`config.mk`:
```
export PLATFORM = sky130hd
export DESIGN_NAME = pipeline_ctrl_task3_flat
export DESIGN_NICKNAME = d
export VERILOG_FILES = /design/src/rtl/pipeline_ctrl_task3_if.sv /design/src/rtl/pipeline_ctrl_task3.sv /design/src/flat_wrapper.sv
export SDC_FILE = /design/constraint.sdc
export NUM_CORES = 1
export LEC_CHECK = 0
export CORE_AREA = 3 3 72 74
export DETAILED_ROUTE_END_ITERATION = 7
export DIE_AREA = 0 0 75 77
export PLACE_DENSITY_LB_ADDON = 0.05
export SKIP_CTS_REPAIR_TIMING = 1
export SLEW_MARGIN = 10
export SYNTH_ARGS = -nofsm -noshare
export SYNTH_HDL_FRONTEND = slang
export SYNTH_SLANG_ARGS = --single-unit
export TNS_END_PERCENT = 30
```
`constraint.sdc`:
```
create_clock -name clk -period 3.8 [get_ports clk]
set_clock_uncertainty 0.2 [all_clocks]
set_input_delay 0.57 -clock clk [delete_from_list [all_inputs] [get_ports clk]]
set_output_delay 0.57 -clock clk [all_outputs]
set_load 0.02 [all_outputs]
```
`src/rtl/pipeline_ctrl_task3_if.sv`:
```
// Handshake bundle between the pipeline datapath and the hazard controller.
interface pipeline_ctrl_task3_if;
    logic [4:0] ifid_rs1;
    logic [4:0] ifid_rs2;
    logic       idex_memread;
    logic [4:0] idex_rd;
    logic       exmem_branch;
    logic       exmem_zero;
    logic       exmem_is_greater;
    logic [3:0] exmem_func;
    logic       exmem_memread;
    logic       exmem_memwrite;
    logic       mem_ready;

    logic        pc_write;
    logic        ifid_write;
    logic        pc_src;
    logic        ifid_flush;
    logic        idex_flush;
    logic        exmem_flush;
    logic        hold_all;
    logic        mem_error;
    logic [15:0] stall_count;
    logic [15:0] flush_count;

    // Datapath side: presents pipeline fields, consumes control
    modport master (
        output ifid_rs1, ifid_rs2, idex_memread, idex_rd,
               exmem_branch, exmem_zero, exmem_is_greater, exmem_func,
               exmem_memread, exmem_memwrite, mem_ready,
        input  pc_write, ifid_write, pc_src, ifid_flush, idex_flush,
               exmem_flush, hold_all, mem_error, stall_count, flush_count
    );

    // Controller side
    modport slave (
        input  ifid_rs1, ifid_rs2, idex_memread, idex_rd,
               exmem_branch, exmem_zero, exmem_is_greater, exmem_func,
               exmem_memread, exmem_memwrite, mem_ready,
        output pc_write, ifid_write, pc_src, ifid_flush, idex_flush,
               exmem_flush, hold_all, mem_error, stall_count, flush_count
    );
endinterface

```
`src/rtl/pipeline_ctrl_task3.sv`:
```
// Hazard/sequencing controller: memory-wait freeze with timeout, branch
// flush, load-use bubble, and saturating stall/flush counters.
module pipeline_ctrl_task3 #(
    parameter int unsigned MEM_TIMEOUT = 16
) (
    input  logic                 clk,
    input  logic                 reset,
    pipeline_ctrl_task3_if.slave bus
);
    localparam int unsigned CNT_W = 8;
    localparam int unsigned PC_W  = 16;
    localparam logic [0:0] RUN      = 1'b0;
    localparam logic [0:0] MEM_WAIT = 1'b1;

    logic [0:0]      state, state_nxt;
    logic [CNT_W-1:0] wait_cnt, wait_nxt;
    logic             mem_error, err_nxt;
    logic [PC_W-1:0]  stall_count, stall_nxt;
    logic [PC_W-1:0]  flush_count, flush_nxt;

    logic hold, taken, cond, lu, mem_acc;
    logic pc_write, ifid_write, pc_src, ifid_flush, idex_flush, exmem_flush;
    logic unused_func;

    // Funct7 bit is carried in the bus but does not affect branch decode
    assign unused_func = bus.exmem_func[3];

    // Branch condition decode and load-use detection
    always_comb begin
        mem_acc = bus.exmem_memread | bus.exmem_memwrite;
        case (bus.exmem_func[2:0])
            3'b000:  cond = bus.exmem_zero;
            3'b001:  cond = !bus.exmem_zero;
            3'b100:  cond = !bus.exmem_zero & !bus.exmem_is_greater;
            3'b101:  cond = bus.exmem_zero | bus.exmem_is_greater;
            default: cond = 1'b0;
        endcase
        taken = bus.exmem_branch & cond;
        lu    = bus.idex_memread & (bus.idex_rd != 5'd0) &
                ((bus.idex_rd == bus.ifid_rs1) | (bus.idex_rd == bus.ifid_rs2));
    end

    // Next-state, hold decision, prioritised control outputs and counters
    always_comb begin
        state_nxt   = state;
        wait_nxt    = wait_cnt;
        err_nxt     = mem_error;
        hold        = 1'b0;
        pc_write    = 1'b1;
        ifid_write  = 1'b1;
        pc_src      = 1'b0;
        ifid_flush  = 1'b0;
        idex_flush  = 1'b0;
        exmem_flush = 1'b0;
        stall_nxt   = stall_count;
        flush_nxt   = flush_count;

        case (state)
            RUN: begin
                if (mem_acc && !bus.mem_ready) begin
                    hold      = 1'b1;
                    state_nxt = MEM_WAIT;
                    wait_nxt  = CNT_W'(1);
                end
            end
            MEM_WAIT: begin
                if (bus.mem_ready) begin
                    state_nxt = RUN;
                    wait_nxt  = '0;
                end else if (wait_cnt == CNT_W'(MEM_TIMEOUT)) begin
                    state_nxt = RUN;
                    wait_nxt  = '0;
                    err_nxt   = 1'b1;
                end else begin
                    hold     = 1'b1;
                    wait_nxt = wait_cnt + CNT_W'(1);
                end
            end
            default: begin
                state_nxt = RUN;
                wait_nxt  = '0;
            end
        endcase

        // Reset forces the idle control pattern and drops any hold at once
        if (reset) begin
            hold = 1'b0;
        end else if (hold) begin
            pc_write   = 1'b0;
            ifid_write = 1'b0;
        end else if (taken) begin
            pc_src      = 1'b1;
            ifid_flush  = 1'b1;
            idex_flush  = 1'b1;
            exmem_flush = 1'b1;
            if (flush_count != '1) flush_nxt = flush_count + PC_W'(1);
        end else if (lu) begin
            pc_write   = 1'b0;
            ifid_write = 1'b0;
            idex_flush = 1'b1;
            if (stall_count != '1) stall_nxt = stall_count + PC_W'(1);
        end
    end

    // State, wait counter, sticky error and performance counters
    always_ff @(posedge clk or posedge reset) begin
        if (reset) begin
            state       <= RUN;
            wait_cnt    <= '0;
            mem_error   <= 1'b0;
            stall_count <= '0;
            flush_count <= '0;
        end else begin
            state       <= state_nxt;
            wait_cnt    <= wait_nxt;
            mem_error   <= err_nxt;
            stall_count <= stall_nxt;
            flush_count <= flush_nxt;
        end
    end

    assign bus.pc_write    = pc_write;
    assign bus.ifid_write  = ifid_write;
    assign bus.pc_src      = pc_src;
    assign bus.ifid_flush  = ifid_flush;
    assign bus.idex_flush  = idex_flush;
    assign bus.exmem_flush = exmem_flush;
    assign bus.hold_all    = hold;
    assign bus.mem_error   = mem_error;
    assign bus.stall_count = stall_count;
    assign bus.flush_count = flush_count;
endmodule

```
`src/flat_wrapper.sv`:
```
// flat-port wrapper written by rule: the top's interface ports become plain ports
module pipeline_ctrl_task3_flat 
#(
    parameter int unsigned MEM_TIMEOUT = 16
)
  (clk, reset, bus_ifid_rs1, bus_ifid_rs2, bus_idex_memread, bus_idex_rd, bus_exmem_branch, bus_exmem_zero, bus_exmem_is_greater, bus_exmem_func, bus_exmem_memread, bus_exmem_memwrite, bus_mem_ready, bus_pc_write, bus_ifid_write, bus_pc_src, bus_ifid_flush, bus_idex_flush, bus_exmem_flush, bus_hold_all, bus_mem_error, bus_stall_count, bus_flush_count);
  pipeline_ctrl_task3_if bus_i ();
  input  logic clk;
  input  logic reset;
  input wire logic [$bits(bus_i.ifid_rs1)-1:0] bus_ifid_rs1;
  input wire logic [$bits(bus_i.ifid_rs2)-1:0] bus_ifid_rs2;
  input wire logic [$bits(bus_i.idex_memread)-1:0] bus_idex_memread;
  input wire logic [$bits(bus_i.idex_rd)-1:0] bus_idex_rd;
  input wire logic [$bits(bus_i.exmem_branch)-1:0] bus_exmem_branch;
  input wire logic [$bits(bus_i.exmem_zero)-1:0] bus_exmem_zero;
  input wire logic [$bits(bus_i.exmem_is_greater)-1:0] bus_exmem_is_greater;
  input wire logic [$bits(bus_i.exmem_func)-1:0] bus_exmem_func;
  input wire logic [$bits(bus_i.exmem_memread)-1:0] bus_exmem_memread;
  input wire logic [$bits(bus_i.exmem_memwrite)-1:0] bus_exmem_memwrite;
  input wire logic [$bits(bus_i.mem_ready)-1:0] bus_mem_ready;
  output wire logic [$bits(bus_i.pc_write)-1:0] bus_pc_write;
  output wire logic [$bits(bus_i.ifid_write)-1:0] bus_ifid_write;
  output wire logic [$bits(bus_i.pc_src)-1:0] bus_pc_src;
  output wire logic [$bits(bus_i.ifid_flush)-1:0] bus_ifid_flush;
  output wire logic [$bits(bus_i.idex_flush)-1:0] bus_idex_flush;
  output wire logic [$bits(bus_i.exmem_flush)-1:0] bus_exmem_flush;
  output wire logic [$bits(bus_i.hold_all)-1:0] bus_hold_all;
  output wire logic [$bits(bus_i.mem_error)-1:0] bus_mem_error;
  output wire logic [$bits(bus_i.stall_count)-1:0] bus_stall_count;
  output wire logic [$bits(bus_i.flush_count)-1:0] bus_flush_count;
  assign bus_i.ifid_rs1 = bus_ifid_rs1;
  assign bus_i.ifid_rs2 = bus_ifid_rs2;
  assign bus_i.idex_memread = bus_idex_memread;
  assign bus_i.idex_rd = bus_idex_rd;
  assign bus_i.exmem_branch = bus_exmem_branch;
  assign bus_i.exmem_zero = bus_exmem_zero;
  assign bus_i.exmem_is_greater = bus_exmem_is_greater;
  assign bus_i.exmem_func = bus_exmem_func;
  assign bus_i.exmem_memread = bus_exmem_memread;
  assign bus_i.exmem_memwrite = bus_exmem_memwrite;
  assign bus_i.mem_ready = bus_mem_ready;
  assign bus_pc_write = bus_i.pc_write;
  assign bus_ifid_write = bus_i.ifid_write;
  assign bus_pc_src = bus_i.pc_src;
  assign bus_ifid_flush = bus_i.ifid_flush;
  assign bus_idex_flush = bus_i.idex_flush;
  assign bus_exmem_flush = bus_i.exmem_flush;
  assign bus_hold_all = bus_i.hold_all;
  assign bus_mem_error = bus_i.mem_error;
  assign bus_stall_count = bus_i.stall_count;
  assign bus_flush_count = bus_i.flush_count;
  pipeline_ctrl_task3 #(.MEM_TIMEOUT(MEM_TIMEOUT)) u_core (.clk(clk), .reset(reset), .bus(bus_i));
endmodule
```
# Yosys cells after proc, flatten, opt, wreduce, memory -nomap -nowiden
# Index checks and enable logic that the tools add are counted.
classes:
  addsub: 3
  n_eq_ne: 9
  n_mux: 21
  bitwise: 12
  reduce_logical: 9
op_table:
  columns: ["operator", "n"]
  rows:
  - ["$add 16x1->16 const B", 2]
  - ["$ne 16x16->1 const B", 2]
  - ["$mux 8", 3]
  - ["$pmux 8 s2", 1]
  - ["$mux 1", 15]
  - ["$eq 5x5->1", 2]
  - ["$add 8x1->8 const B", 1]
  - ["$eq 8x5->1 const B", 1]
  - ["$eq 3x3->1 const B", 2]
  - ["$not 1->1", 5]
  - ["$reduce_and 5->1", 1]
  - ["$reduce_bool 5->1", 1]
  - ["$and 1x1->1", 4]
  - ["$pmux 1 s4", 1]
  - ["$reduce_and 4->1", 1]
  - ["$eq 3x1->1 const B", 1]
  - ["$logic_not 1->1", 3]
  - ["$logic_not 3->1", 1]
  - ["$or 1x1->1", 3]
  - ["$reduce_and 3->1", 1]
  - ["$ne 2x1->1 const B", 1]
  - ["$pmux 1 s2", 1]
  - ["$logic_and 1x1->1", 1]
word_totals:
  ff_bits: 42
  input_bits: 28
  wordCells: 59

# Longest topological paths before layout
# Gate-level depths: netlist of the first run.
depth:
  depth_word: 7
  depth_mapped: 9

# Worst setup path after synthesis of the first run
# OpenSTA, ideal clock, no wires.
synth_path:
  kind: "in2out"
  from: "input reset"
  to: "output bus_pc_write"
  arrival_time_ns: 2.400
  t_required_ns: 3.030
  setup_slack_ns: 0.630
  stages: 3
  path_buffers: 1
  cell_sequence: "inv_1 > o21ai_0 > buf_4"
synth_via:
  elab_chain_len: 1
synth_lines:
  columns: ["element", "line", "rtl"]
  rows:
  - ["start, declared", "flat_wrapper.sv:9", "input logic reset;"]
  - ["$mux 1", null, null]
  - ["end, declared", "flat_wrapper.sv:21", "output wire logic [$bits(bus_i.pc_write)-1:0] bus_pc_write;"]
# Every way passes these cells.

# Final worst setup path of the first run
layout_path:
  from: "input bus_exmem_func[2]"
  to: "output bus_ifid_flush"
layout_via:
  elab_chain_len: 6
  elab_cells_between_ends: 9
  cone_classes: "eq/ne (3); mux (4); bitwise (1); reduce/logical (1)"
layout_lines:
  columns: ["element", "line", "rtl"]
  rows:
  - ["start, declared", "flat_wrapper.sv:17", "input wire logic [$bits(bus_i.exmem_func)-1:0] bus_exmem_func;"]
  - ["$eq 3x3->1, or another cell as far along", "pipeline_ctrl_task3.sv:31", "case (bus.exmem_func[2:0])"]
  - ["$pmux 1 s4 *", "pipeline_ctrl_task3.sv:31", null]
  - ["$and 1x1->1 *", "pipeline_ctrl_task3.sv:38", "taken = bus.exmem_branch & cond;"]
  - ["$mux 1 *", "pipeline_ctrl_task3.sv:91", "end else if (taken) begin"]
  - ["$mux 1 *", "pipeline_ctrl_task3.sv:88", "end else if (hold) begin"]
  - ["$mux 1 *", "pipeline_ctrl_task3.sv:86", "if (reset) begin"]
  - ["end, declared", "flat_wrapper.sv:24", "output wire logic [$bits(bus_i.ifid_flush)-1:0] bus_ifid_flush;"]
# Every way passes the cells marked *; elsewhere a longest branch is shown, timed or not.

==> results.ini, run 1 <==
[status]
outcome = complete, no violations

[pwr]
peakVddDrop_uv = 322
pwr_density_cell_nw_per_um2 = 342
p_leak_nw = 1.31
finalPower_mw = 1.08

[min_path]
hold_path_class = register to register
worstHoldStart = u_core.bus.mem_error

[layout]
drive_gt1_share_pct = 7.62
insertedDiodeCount = 0
stdcell_count = 356
final_cell_mix = clkdlybuf4s50_1, dfrtp_1, xnor2_1, nand2_1, nand3_1
fill_cells = 364
fin_nets = 333
area_delta_synth_final_pct = 34.8
final_common_cell = clkdlybuf4s50_1
design_area_um2 = 3160

[global_route]
grt_max_degree = 26
grt_pass1_wl_mm = 8.52
overflow = 0
grt_pass1_vias = 1819
grt_usage_pct = 18.7
antenna_found_initial = 0

[setup_path]
arrival_ns = 2.85
end_kind = output pin
critPathRequiredTime_ns = 3.03
start_kind = input port
worstSetupStartpoint = bus_exmem_func[2]
r2r_start = u_core.wait_cnt[0]
critPathKind = input port to output pin
crit_fanout = 5

[die]
die-area_um2 = 5780
dieWidth_um = 75
core_um2 = 4660
num_rows = 25
io_pins = 68
initial_core_util_pct = 50.2
die_y_um = 77

[clock_network]
cts.sinks = 42
cts_tree = yes
cts_buffers = 5
cts_buffer_depth = 2
cts_root_buf = clkbuf_8
insertion_delay_ns = 0.30
h-tree-depth = 2
path_clk_slew_ns = 0.08

[yosys]
synth_flop_cell = dfrtp_1
syn_nets = 263
synth_xor_area_share_pct = 14.6
synth_mux_area_share_pct = 1.44
synth_cell_types = 47
synthAdderAreaFrac_pct = 2.14
synthCells = 231
synth-async-reset-ratio_pct = 100
synthSimpleGateAreaFrac_pct = 24.9
synth_edf_count = 0
synth.ff_latch_count = 42
synth_top_family_by_area = simple AND/OR/NAND/NOR gates
syn_area_um2 = 2340
synth.yosys.seq_area_share_pct = 44.9
ys_warn_count = 0
syn_area_per_cell_um2 = 10.1
synth-compound-area-share_pct = 8.66

[placed_design]
dp_cells = 348
portBuffers = 66
finalWeightedCongestion = 0.802
dp_hpwl_mm = 3.82
placed_area_um2 = 3050
pre_cts_slack_ns = 0.160

[route]
wirelength_mm = 5.02
ant_nets = 0
wire_per_inst_um = 14.1
drc = 0
vias = 1915
drtIter0Drc = 114
avgViaCountPerCell = 5.38
dr.pass1.iters = 4

[sta]
finalSetupViolations = 0
hold_viol_final = 0
rsz0062_at_grt = no
fin_ws_ns = 0.181
fin_crit_sh_pct = 95.2
period_minus_slack_ns = 3.62
tightest_slew_ns = 0.636
fmax_mhz = 276
slew_violations = 0
tns_ns = 0
relSlewSlack_pct = 57.3

[run]
cap_violations = 0

[final timing paths]
| check | end | slack, ns | cells past startpoint |
|---|---|---|---|
| max | bus_ifid_flush | 0.18 | 6 |
| max in group asynchronous | u_core.bus.flush_count[6] | 2.57 | 3 |
| max reg2reg | u_core.bus.flush_count[15] | 1.19 | 9 |
| min in group asynchronous | u_core.bus.stall_count[11] | 0.54 | 3 |
| min | u_core.bus.mem_error | 0.29 | 1 |
| min reg2reg | u_core.bus.mem_error | 0.29 | 1 |
[critical path, cell delays in order]
cell	delay (ns)
clkdlybuf4s50_1	0.47
or3b_1	0.40
a2111oi_4	0.41
nor2_4	0.13
nor2_2	0.22
clkdlybuf4s50_1	0.64
[Yosys cell counts (all sizes together) (2+ instances only)]
cell	count	area (um^2)
nand4	8	50.1
nand3	19	100
buf	5	38.8
o21ai	9	45.0
nor3	8	40.0
inv	10	37.5
ha	4	50.1
a211oi	2	32.5
or2	2	15.0
a31oi	2	12.5
nor4	9	71.3
and4	2	17.5
dfrtp	42	1050
nor2	16	70.1
nand2b	2	12.5
xor2	15	131
a41oi	2	17.5
o31ai	2	15.0
o22ai	2	12.5
nor2b	3	18.8
mux2	3	33.8
xnor2	24	210
nand2	21	78.8
and3	4	25.0
[where the power goes]
group / switching (mW) / internal [mW]
registers: 0.0393 / 0.474
logic: 0.106 / 0.113
clock network: 0.151 / 0.197
total: 0.296 / 0.783
[per-layer routing]
layer	track usage, %	up-vias	wire (um)
li1	-	951	-
met1	26.3	900	2300
met2	28.1	53	2410
met3	3.93	11	220
met4	6.94	0	82
met5	0	-	0
[layout make-up]
class / count / area (um^2) / area share (%)
multi-input cells: 173 / 1210 / 38.3
flip-flops and latches: 42 / 1050 / 33.3
repair buffers: 69 / 683 / 21.6
clock buffers: 7 / 76.3 / 2.42
well taps: 54 / 67.6 / 2.14
inverters: 10 / 37.5 / 1.19
clock inverters: 1 / 30.0 / 0.952
[flip-flops by register name, summed over array words and instances, names as in the netlist]
name,cells
u_core.bus.stall_count,16
u_core.state,1
u_core.wait_cnt,8
u_core.bus.flush_count,16
u_core.bus.mem_error,1
[through the flow]
step / hold slack [ns] / util, %
final: 0.286 / 67.7
after global routing: 0.316 / 67.7
after detailed placement: 0.266 / 65.4
after global placement: 0.266 / 65.4
after floorplan: 0.261 / -
after CTS: 0.288 / 67.7
[cells by family (layout without fill, tap and decap cells)]
| group | after synthesis | in the layout |
|---|---|---|
| multiplexers | 3 | 3 |
| AO/OA/AOI/OAI | 25 | 25 |
| XOR/XNOR | 39 | 39 |
| adder cells (fa/ha/maj) | 4 | 4 |
| AND/OR/NAND/NOR | 102 | 102 |
| flip-flops | 42 | 42 |
| buffers and inverters | 16 | 87 |
Note: power is estimated with default switching activity, not from simulation.
==> inputs of run 2 (changes only) <==
- HOLD_SLACK_MARGIN: unset -> 0.12
==> results of run 2 <==
Final layout, timing and power as in run 1 (identical DEF).
